<file path="src/rtl/mbssoc_bus_pkg.sv">
// mbssoc_bus_pkg: shared constants and types for the two-core bus arbiter.
//   ADDR_WIDTH / RAM_TOP : default bus width and top of the RAM region
//   APIC_*_ADDR          : word addresses of the APIC write-only registers
//   bus_state_e          : arbiter FSM encoding
//   bus_ctl_t            : per-transaction control latched when a core wins
package mbssoc_bus_pkg;

  localparam int          ADDR_WIDTH        = 32;
  localparam logic [31:0] RAM_TOP           = 32'h0200_0000;
  localparam logic [31:0] APIC_CONF_ADDR    = 32'h0300_0000;
  localparam logic [31:0] APIC_CPU0_PC_ADDR = 32'h0300_0004;
  localparam logic [31:0] APIC_CPU1_PC_ADDR = 32'h0300_0008;

  typedef enum logic [1:0] {
    ST_IDLE   = 2'd0,
    ST_ACCESS = 2'd1,
    ST_DONE   = 2'd2
  } bus_state_e;

  typedef struct packed {
    logic win;  // winning core index
    logic we;   // write (1) / read (0)
    logic lk;   // LL on read, SC on write
  } bus_ctl_t;

endpackage

</file>
<file path="src/rtl/mbssoc_rr_arb2.sv">
// mbssoc_rr_arb2: two-way round-robin pick.
//   req[1:0] : request vector
//   ptr      : core that wins a tie
//   gnt[1:0] : one-hot grant (zero when nothing is requested)
module mbssoc_rr_arb2 (
  input  logic [1:0] req,
  input  logic       ptr,
  output logic [1:0] gnt
);

  always_comb begin
    gnt = req;
    if (&req) gnt = ptr ? 2'b10 : 2'b01;
  end

endmodule

</file>
<file path="src/rtl/mbssoc_bus_arbiter.sv">
// mbssoc_bus_arbiter: serialises two cores onto one RAM port plus three APIC
// write strobes, and keeps a single LL/SC reservation.
//   clk, rst_n          : clock, async active-low reset
//   req/we/lk[1:0]      : per-core request, write, LL/SC qualifier
//   addr0, addr1        : per-core address
//   ram_ack             : RAM access complete (only looked at in ACCESS)
//   pause, done, sc_fail: per-core stall, completion pulse, SC failure flag
//   ram_re/ram_we/addr  : RAM port
//   apic_*              : one-cycle APIC write strobes
//   lock_addr           : reservation address, all-ones when none held
module mbssoc_bus_arbiter #(
  parameter int          ADDR_WIDTH = mbssoc_bus_pkg::ADDR_WIDTH,
  parameter logic [31:0] RAM_TOP    = mbssoc_bus_pkg::RAM_TOP
) (
  input  logic                  clk,
  input  logic                  rst_n,
  input  logic [1:0]            req,
  input  logic [1:0]            we,
  input  logic [1:0]            lk,
  input  logic [ADDR_WIDTH-1:0] addr0,
  input  logic [ADDR_WIDTH-1:0] addr1,
  input  logic                  ram_ack,
  output logic [1:0]            pause,
  output logic [1:0]            done,
  output logic [1:0]            sc_fail,
  output logic                  ram_re,
  output logic                  ram_we,
  output logic [ADDR_WIDTH-1:0] ram_addr,
  output logic                  apic_conf,
  output logic                  apic_cpu0_pc,
  output logic                  apic_cpu1_pc,
  output logic [ADDR_WIDTH-1:0] lock_addr
);
  import mbssoc_bus_pkg::*;

  localparam logic [ADDR_WIDTH-1:0] RAM_TOP_A = ADDR_WIDTH'(RAM_TOP);
  localparam logic [ADDR_WIDTH-1:0] CONF_A    = ADDR_WIDTH'(APIC_CONF_ADDR);
  localparam logic [ADDR_WIDTH-1:0] PC0_A     = ADDR_WIDTH'(APIC_CPU0_PC_ADDR);
  localparam logic [ADDR_WIDTH-1:0] PC1_A     = ADDR_WIDTH'(APIC_CPU1_PC_ADDR);

  bus_state_e            state_q, state_d;
  bus_ctl_t              ctl_q;
  logic [ADDR_WIDTH-1:0] addr_q;
  logic                  ptr_q;
  logic                  fail_q;
  logic                  rsv_vld_q, rsv_own_q;
  logic [ADDR_WIDTH-1:0] rsv_addr_q;

  logic [1:0] gnt;
  logic       in_acc, is_ram, sc_ok, sc_blk, ram_go, wr_go, acc_end;

  mbssoc_rr_arb2 u_arb (
    .req (req),
    .ptr (ptr_q),
    .gnt (gnt)
  );

  // Decode of the latched transaction.
  assign in_acc = (state_q == ST_ACCESS);
  assign is_ram = (addr_q < RAM_TOP_A);
  assign sc_ok  = rsv_vld_q && (rsv_own_q == ctl_q.win) && (rsv_addr_q == addr_q);
  // A failing SC behaves as a one-cycle no-op.
  assign sc_blk = ctl_q.we & ctl_q.lk & ~sc_ok;
  assign ram_go = in_acc & is_ram & ~sc_blk;
  assign wr_go  = in_acc & ctl_q.we & ~sc_blk;
  // RAM waits for ack; everything else (incl. blocked SC) takes one cycle.
  assign acc_end = in_acc & (~ram_go | ram_ack);

  assign ram_re       = ram_go & ~ctl_q.we;
  assign ram_we       = ram_go & ctl_q.we;
  assign ram_addr     = ram_go ? addr_q : '0;
  assign apic_conf    = wr_go & (addr_q == CONF_A);
  assign apic_cpu0_pc = wr_go & (addr_q == PC0_A);
  assign apic_cpu1_pc = wr_go & (addr_q == PC1_A);

  assign done      = (state_q == ST_DONE) ? (ctl_q.win ? 2'b10 : 2'b01) : 2'b00;
  assign sc_fail   = fail_q ? done : 2'b00;
  // Gated by rst_n so the stall also reads low while reset is held.
  assign pause     = req & ~done & {2{rst_n}};
  assign lock_addr = rsv_vld_q ? rsv_addr_q : '1;

  always_comb begin
    state_d = state_q;
    unique case (state_q)
      ST_IDLE:   if (|req)   state_d = ST_ACCESS;
      ST_ACCESS: if (acc_end) state_d = ST_DONE;
      ST_DONE:                state_d = ST_IDLE;
      default:                state_d = ST_IDLE;
    endcase
  end

  always_ff @(posedge clk or negedge rst_n) begin
    if (!rst_n) begin
      state_q    <= ST_IDLE;
      ctl_q      <= '0;
      addr_q     <= '0;
      ptr_q      <= 1'b0;
      fail_q     <= 1'b0;
      rsv_vld_q  <= 1'b0;
      rsv_own_q  <= 1'b0;
      rsv_addr_q <= '1;
    end else begin
      state_q <= state_d;
      if (state_q == ST_IDLE && |req) begin
        ctl_q.win <= gnt[1];
        ctl_q.we  <= we[gnt[1]];
        ctl_q.lk  <= lk[gnt[1]];
        addr_q    <= gnt[1] ? addr1 : addr0;
      end
      if (state_q == ST_DONE) ptr_q <= ~ctl_q.win;
      // Reservation moves only when an access completes.
      if (acc_end) begin
        fail_q <= sc_blk;
        if (!ctl_q.we && ctl_q.lk) begin
          rsv_vld_q  <= 1'b1;
          rsv_addr_q <= addr_q;
          rsv_own_q  <= ctl_q.win;
        end else if (ctl_q.we && ctl_q.lk) begin
          if (sc_ok) rsv_vld_q <= 1'b0;
        end else if (ctl_q.we && addr_q == rsv_addr_q) begin
          rsv_vld_q <= 1'b0;
        end
      end
    end
  end

endmodule

</file>
<file path="config.mk">
export PLATFORM = sky130hd
export DESIGN_NAME = mbssoc_bus_arbiter
export DESIGN_NICKNAME = d
export VERILOG_FILES = /design/src/rtl/mbssoc_bus_pkg.sv /design/src/rtl/mbssoc_rr_arb2.sv /design/src/rtl/mbssoc_bus_arbiter.sv
export SDC_FILE = /design/constraint.sdc
export NUM_CORES = 1
export LEC_CHECK = 0
export CORE_ASPECT_RATIO = 0.9
export CORE_MARGIN = 2
export CORE_UTILIZATION = 25
export DETAILED_ROUTE_END_ITERATION = 8
export GPL_ROUTABILITY_DRIVEN = 0
export PLACE_DENSITY = 0.5
export SYNTH_ARGS = -nofsm -noshare
export SYNTH_HDL_FRONTEND = slang
export SYNTH_SLANG_ARGS = --single-unit
</file>
<file path="constraint.sdc">
create_clock -name clk -period 4.05 [get_ports clk]
set_input_delay 0.6075 -clock clk [delete_from_list [all_inputs] [get_ports clk]]
set_output_delay 0.6075 -clock clk [all_outputs]
set_load 0.005 [all_outputs]
</file>
==> results of run 1 <==
==> layout make-up <==
| type | count | area, um^2 | share of cell area |
|---|---|---|---|
| multi-input cells | 289 | 2122 | 0.3489 |
| clock inverters | 4 | 97.59 | 0.01605 |
| flip-flops and latches | 73 | 1867 | 0.3069 |
| well taps | 207 | 259.0 | 0.04258 |
| repair buffers | 147 | 1451 | 0.2386 |
| clock buffers | 12 | 266.5 | 0.04382 |
| inverters | 5 | 18.77 | 0.003086 |
==> metal layers <==
metal / wire length, um / share of wire
met1: 5585 / 0.45
met2: 6039 / 0.48
met3: 760 / 0.061
met4: 133 / 0.011
met5: 0 / 0
==> cell usage in the layout, fill, tap and decap left out, types with 2 or more instances in the layout <==
cell type and count:
clkdlybuf4s50_1 139, nor2_1 42, dfrtp_1 41, mux2i_1 34, a21oi_1 34, nand2b_1 33
xnor2_1 33, dfstp_2 32, and3_1 25, mux2_2 22, nand4_1 11, mux2_1 11
clkbuf_16 9, buf_4 8, conb_1 7, nor4_1 6, nand2_1 5, inv_1 5
bufinv_16 3, clkbuf_8 3, nor4_2 2, and2_1 2, nor4b_1 2, a31o_2 2
==> critical path: stages (launching register included) <==
cell and delay [ps]:
dfstp_2 540, xnor2_1 160, nand4_1 180, nor4_2 440
a41oi_2 310, nor4b_1 500, clkdlybuf4s50_1 590
==> sequential cells by signal, indices dropped and copies added, names as in the netlist <==
name,cells
rsv_vld_q,1
state_q,2
ptr_q,1
addr_q,32
fail_q,1
rsv_addr_q,32
rsv_own_q,1
ctl_q,3
==> kinds of logic (layout without fill, tap and decap cells) <==
group	after synthesis	in the layout	share of synthesized area
and+or+nand+nor	136	136	0.1891
DFF	73	73	0.4521
other	1	7	0.0009082
muxes	67	67	0.1724
AOI/OAI and AO/OA	46	46	0.07061
buffers and inverters	36	168	0.04485
xor gates and xnor gates	33	33	0.07000
==> final timing paths <==
| kind | from | end |
|---|---|---|
| worst max-delay path | rsv_addr_q[30] | apic_cpu0_pc |
| worst min-delay path | rst_n | addr_q[16] |
| worst max register to register | state_q[1] | rsv_addr_q[2] |
| worst min register to register | rsv_own_q | rsv_own_q |
| max in group asynchronous | rst_n | addr_q[13] |
| min in group clk | rsv_own_q | rsv_own_q |
==> through the flow <==
step / power, uW / std cells / utilization
global route: 4724 / 737 / 0.3771
CTS: 4490 / 737 / 0.3771
global placement: 3467 / 721 / 0.3545
finish: 4424 / 737 / 0.3771
floorplan: 2681 / 398 / -
detailed placement: 3508 / 721 / 0.3545
==> power by group through the flow <==
stage	combinational (uW)	sequential, uW	clock [uW]
global placement	1800	1670	0
global route	1970	1750	1010
detailed placement	1820	1690	0
floorplan	1170	1510	0
finish	1790	1670	960
CTS	1830	1680	982
==> flow_summary.ini, run 1 <==
[pwr]
peakVddDrop_mv = 0.2740
clkPwrFrac = 0.217
combPwrFrac = 0.405
p_per_area_nw_per_um2 = 727.4
p_sw_frac = 0.3480
power.internal_uw = 2884
p_leak_uw = 0.002505
power.switching_uw = 1540
power_frac_seq = 0.378

[global_route]
use_met2 = 0.2362
grt_util_met3 = 0.03650
grt_max_degree = 71
overflow = 0
grt_pass1_wl_mm = 19.50
grt_busiest_layer = met2
track_usage = 0.1431
antenna_found_initial = 0
grt_pass1_vias = 3391
grtUsageMet1 = 0.1885

[final_layout]
drive_gt1_frac = 0.1736
stdcell_area_um2 = 6082
nets = 598
fillers = 1593
antennaDiodeCount = 0
syn_to_final_growth_pct = 47.30

[logic_synthesis]
yosysMostFrequentCell = nor2_1
synth.distinct_cells = 41
synthFlopType = dfrtp_1
yosys_warnings = 0
syn-cell-area_um2 = 4129
synth_enable_flop_cells = 0
ys_ff_latch = 73
syn_inst = 392
synth_common_cells = 42 x nor2_1, 41 x dfrtp_1, 34 x a21oi_1, 34 x mux2i_1
yosys-top-cells-area = dfrtp_1 25%, dfstp_2 20%, mux2i_1 8.2%, xnor2_1 7.0%, mux2_2 6.0%
seq_area_frac_synth = 0.4521
async_flop_share = 1.000
synth_top_cell_area_share = 0.2485
syn_avg_cell_area_um2 = 10.53
synth_top_cell_by_area = dfrtp_1

[routing]
antenna_left = 0
routedWlPerCell_um = 16.99
firstDrtPassIters = 4
via_count = 3356
drt_iter0_drc = 172
drc = 0
wl_mm = 12.52
viasPerCell = 4.554

[die]
rows = 44
fp.coreArea_um2 = 16130
io_pins = 148
initial_utilization = 0.2560
die_area_um2 = 17560
die-height_um = 125.9
die_x_um = 139.5

[status]
status = finished, final reports clean

[cts]
clock_path_buffers = 2
clk_latency_ps = 340
clk_pin_slew_ps = 60
cts_resized = 0
hold_buffers = 0
tritoncts = done
post-cts-setup-buffers = 0
root_buffer = clkbuf_16
h-tree-depth = 3
numCtsBuffers = 9
cts.sinks = 73

[timing]
fin_hold_ws_ps = 166.9
rsz0062_at_grt = no
relSlewSlack = 0.5337
fmax_mhz = 273.0
tightest_slew_ps = 699.5
finClkSkew_ps = 4.977
fin_crit_ps = 3663
fin_crit_sh = 0.9044
setup_violations = 0
finalWorstSetupSlack_ps = 387.3
tns_ps = 0
drv_slew = 0
final-hold-violation-count = 0

[placement]
place_area_um2 = 5718
dpl_worst_slack_ps = 796.2
place_hpwl_mm = 9.362
portBuffers = 140

[critical_path]
r2r_setup_slack_ps = 1680
start_kind = flip-flop
r2r_cells = 5
path_class = flip-flop to primary output
cp_max_fo = 6
critPathCaptureType = primary output
critPathRequiredTime_ps = 3440
crit_arrival_ps = 3060

[worst_hold_path]
hp-class = input pin to async pin

[run]
drv_cap = 0
Power figures use the tool's default switching activity.
==> run 2: changes to the inputs <==
ABC_AREA = 1   (was not set)
PLACE_DENSITY = 0.49   (was 0.5)
clock period = 4.4 ns   (was 4.05 ns; I/O delays follow)
==> flow_summary.ini, run 2 <==
[timing]
final-hold-violation-count = 0
finalWorstSetupSlack_ps = 535.7
fin_crit_ps = 3864
relSlewSlack = 0.2809
setup_violations = 0
rsz0062_at_grt = no
fmax_mhz = 258.8
tightest_slew_ps = 1077
fin_crit_sh = 0.8783
finClkSkew_ps = 4.073
drv_slew = 0
tns_ps = 0

[final_layout]
drive_gt1_frac = 0.1259
final_common_cell = nand2_1
final_cell_mix = 150 x nand2_1, 139 x clkdlybuf4s50_1, 78 x nor2_1, 53 x inv_1
stdcell_area_um2 = 6077
largestRegisters = addr_q: 32 flops, rsv_addr_q: 32 flops, ctl_q: 3 flops
nets = 775
antennaDiodeCount = 0
syn_to_final_growth_pct = 42.35

[routing]
drt_iter0_drc = 297
viasPerCell = 4.472
wl_mm = 14.59
antenna_left = 0
routedWlPerCell_um = 15.90
firstDrtPassIters = 4
drc = 0
via_count = 4105

[cts]
numCtsBuffers = 9
clk_pin_slew_ps = 60
clk_latency_ps = 330
cts.sinks = 73
clock_path_buffers = 2
post-cts-setup-buffers = 0
h-tree-depth = 3
tritoncts = done
cts_resized = 0
hold_buffers = 0
root_buffer = clkbuf_16

[die]
io_pins = 148
die-height_um = 128.0
die_area_um2 = 18140
fp.coreArea_um2 = 16780
rows = 45
die_x_um = 141.7
initial_utilization = 0.2544

[pwr]
peakVddDrop_mv = 0.2271
p_per_area_nw_per_um2 = 665.4
p_leak_uw = 0.002655

[logic_synthesis]
yosysMostFrequentCell = nand2_1
synth_enable_flop_cells = 0
synthFlopType = dfrtp_1
seq_area_frac_synth = 0.4373
syn_inst = 578
async_flop_share = 1.000
synth.distinct_cells = 27
syn_avg_cell_area_um2 = 7.386
synth_top_cell_area_share = 0.2403
syn-cell-area_um2 = 4269
synth_top_cell_by_area = dfrtp_1
ys_ff_latch = 73
yosys-top-cells-area = dfrtp_1 24%, dfstp_2 20%, nand2_1 13%, nor2_1 6.9%, nand4_1 6.0%
synth_common_cells = 150 x nand2_1, 79 x nor2_1, 54 x inv_1
yosys_warnings = 0

[critical_path]
critical_path.slowest_cell = dfrtp_1
start_kind = flip-flop
path_cells = inv_1 > nor2_1 > nand3_2 > nand2_4 > nand2_2 > nor2_1 > clkdlybuf4s50_1
critPathRequiredTime_ps = 3740
r2r_cells = 8
cp_max_fo = 27
crit_arrival_ps = 3200
path_class = flip-flop to primary output
critPathMaxStageDelay_ps = 760
cpMostUsedCell = nor2_1
critPathCaptureType = primary output

[worst_hold_path]
hp-class = input pin to async pin

[status]
status = finished, final reports clean

[global_route]
antenna_found_initial = 0
track_usage = 0.1653
grt_pass1_vias = 4265
grt_max_degree = 46
overflow = 0
grt_pass1_wl_mm = 23.06

[placement]
place_hpwl_mm = 10.34
place_area_um2 = 5802
portBuffers = 140
dpl_worst_slack_ps = 863.2

[run]
drv_cap = 0
run 2: metal layers:
metal / wire (um) / part of all wire / track usage / vias up
li1: - / - / - / 2101
met1: 6952 / 0.48 / 0.2238 / 1895
met2: 6863 / 0.47 / 0.2738 / 97
met3: 662 / 0.045 / 0.03736 / 12
met4: 112 / 0.0077 / 0.03059 / 0
met5: 0 / 0 / 0 / -
run 2: power breakdown:
part	internal (uW)	total [uW]	switching, uW
logic	861	1950	1090
registers	1080	1410	334
clock network	410	688	278
run 2: worst max-delay path, delay by kind of cell, from the launching register on:
family	cells	cell delay (ps)
DFF	1	760
buffers and inverters	2	980
and+or+nand+nor	5	1120
run 2: final timing paths:
kind	from	endpoint	slack, ps
max	rsv_vld_q	ram_addr[9]	540
min	rst_n	addr_q[4]	260
max reg2reg	rsv_vld_q	rsv_addr_q[18]	1530
min reg2reg	rsv_addr_q[1]	rsv_addr_q[1]	470
max in group asynchronous	rst_n	addr_q[0]	3170
min in group clk	rsv_addr_q[1]	rsv_addr_q[1]	470
run 2: kinds of logic (layout without fill, tap and decap cells):
kind of cell	count (synthesis)	in the layout	synth area share
and+or+nand+nor	311	311	0.3256
buffers and inverters	101	224	0.1014
DFF	73	73	0.4373
AOI/OAI and AO/OA	72	72	0.09379
xor gates and xnor gates	20	20	0.04103
other	1	7	0.0008784
run 2: final cells by class:
class,instances,area [um^2]
Clock buffer,13,260.3
Clock inverter,3,15.01
Fill cell,1705,10700
Inverter,62,232.7
Multi-Input combinational cell,410,1994
Sequential cell,73,1867
Tap cell,211,264.0
Timing Repair Buffer,146,1444
run 2: stage by stage:
stage	hold slack, ps	power [uW]	cells	utilization
final	261.6	4044	918	0.3622
after global routing	283.5	4403	918	0.3622
after CTS	271.6	4109	918	0.3622
after detailed placement	461.6	3398	902	0.3458
after global placement	458.7	3380	902	0.3458
after floorplan	364.4	2519	584	-
==> run 3: changes to the inputs <==
CORE_UTILIZATION = 45   (was 25)
PLACE_DENSITY = 0.8   (was 0.49)
==> flow_summary.ini, run 3 (synthesis results as in run 2) <==
[placement]
place_area_um2 = 5683
place_hpwl_mm = 9.082
dpl_worst_slack_ps = 1064
placedCellCount = 812
portBuffers = 140

[cts]
clk_pin_slew_ps = 70
cts.sinks = 73
post-cts-setup-buffers = 0
root_buffer = clkbuf_8
h-tree-depth = 3
clk_latency_ps = 350
hold_buffers = 0
numCtsBuffers = 9
clock_path_buffers = 2
tritoncts = done
cts_resized = 0

[critical_path]
r2r_setup_slack_ps = 1740
critPathRequiredTime_ps = 3740
critPathCaptureType = primary output
cp_max_fo = 27
start_kind = flip-flop
crit_arrival_ps = 3030
path_class = flip-flop to primary output

[global_route]
track_usage = 0.2523
grt_max_degree = 46
grt_pass1_wl_mm = 20.36
grt_pass1_vias = 4170
overflow = 0
antenna_found_initial = 0

[timing]
setup_violations = 0
fin_crit_ps = 3689
tightest_slew_ps = 997.8
drv_slew = 0
relSlewSlack = 0.3341
rsz0062_at_grt = no
finalWorstSetupSlack_ps = 710.9
finClkSkew_ps = 7.293
final-hold-violation-count = 0
tns_ps = 0
fin_crit_sh = 0.8384
fmax_mhz = 271.1

[status]
status = finished, final reports clean

[routing]
routedWlPerCell_um = 15.46
drc = 0
firstDrtPassIters = 5
drt_iter0_drc = 337
via_count = 4342
viasPerCell = 5.244
antenna_left = 0
wl_mm = 12.80

[final_layout]
fillers = 782
antennaDiodeCount = 0
nets = 774
final_common_cell = nand2_1
stdcell_count = 828
drive_gt1_frac = 0.1246
syn_to_final_growth_pct = 37.78
largestRegisters = addr_q: 32 flops, rsv_addr_q: 32 flops, ctl_q: 3 flops
utilization = 0.6417
final_cell_mix = 150 x nand2_1, 139 x clkdlybuf4s50_1, 78 x nor2_1, 54 x inv_1
stdcell_area_um2 = 5882

[pwr]
p_per_area_nw_per_um2 = 654.4
p_leak_uw = 0.002619
peakVddDrop_mv = 0.2909

[die]
die_x_um = 106.7
fp.coreArea_um2 = 9166
rows = 33
io_pins = 148
initial_utilization = 0.4657
die_area_um2 = 10280
die-height_um = 96.40

[run]
drv_cap = 0

[worst_hold_path]
hp-class = input pin to async pin
-- run 3: stage by stage --
| step | hold WS (ps) | power [uW] |
|---|---|---|
| after floorplan | 364.4 | 2519 |
| after global placement | 457.8 | 3246 |
| after detailed placement | 464.2 | 3302 |
| after CTS | 230.4 | 3841 |
| after global routing | 244.7 | 4150 |
| final | 228.2 | 3849 |
-- run 3: final cells by class --
cell class	count	area, um^2	share of cell area
Timing Repair Buffer	145	1436	0.2442
Sequential cell	73	1867	0.3174
Clock buffer	13	158.9	0.02702
Inverter	62	232.7	0.03957
Multi-Input combinational cell	410	1994	0.3391
Tap cell	122	152.6	0.02595
Clock inverter	3	40.04	0.006807
-- run 3: power by group --
group / leakage (uW) / internal (uW) / total [uW] / switching [uW]
registers: 0.000830 / 1070 / 1410 / 335
logic: 0.00169 / 855 / 1910 / 1050
clock network: 0.000103 / 292 / 533 / 241
-- run 3: final timing paths --
| path | from | to | depth (start not counted) |
|---|---|---|---|
| max in group asynchronous | rst_n | addr_q[5] | 2 |
| max reg2reg | rsv_vld_q | rsv_addr_q[27] | 8 |
| min reg2reg | rsv_addr_q[17] | rsv_addr_q[17] | 2 |
| max | rsv_vld_q | ram_addr[10] | 7 |
| min | rst_n | addr_q[0] | 1 |
| min in group clk | rsv_addr_q[17] | rsv_addr_q[17] | 2 |
-- run 3: routing by layer --
metal,vias to the layer above,share of wire,track usage
met3,16,0.073,0.05902
met2,193,0.48,0.4289
met5,-,0,0
met4,0,0.014,0.06494
met1,2042,0.44,0.3285
li1,2091,-,-
-- run 3: critical path, stage by stage, from the launching register on --
cell	delay, ps
dfrtp_1	710
inv_1	380
nor2_1	210
nand3_2	110
nand2_4	110
nand2_2	370
nor2_1	240
clkdlybuf4s50_1	550
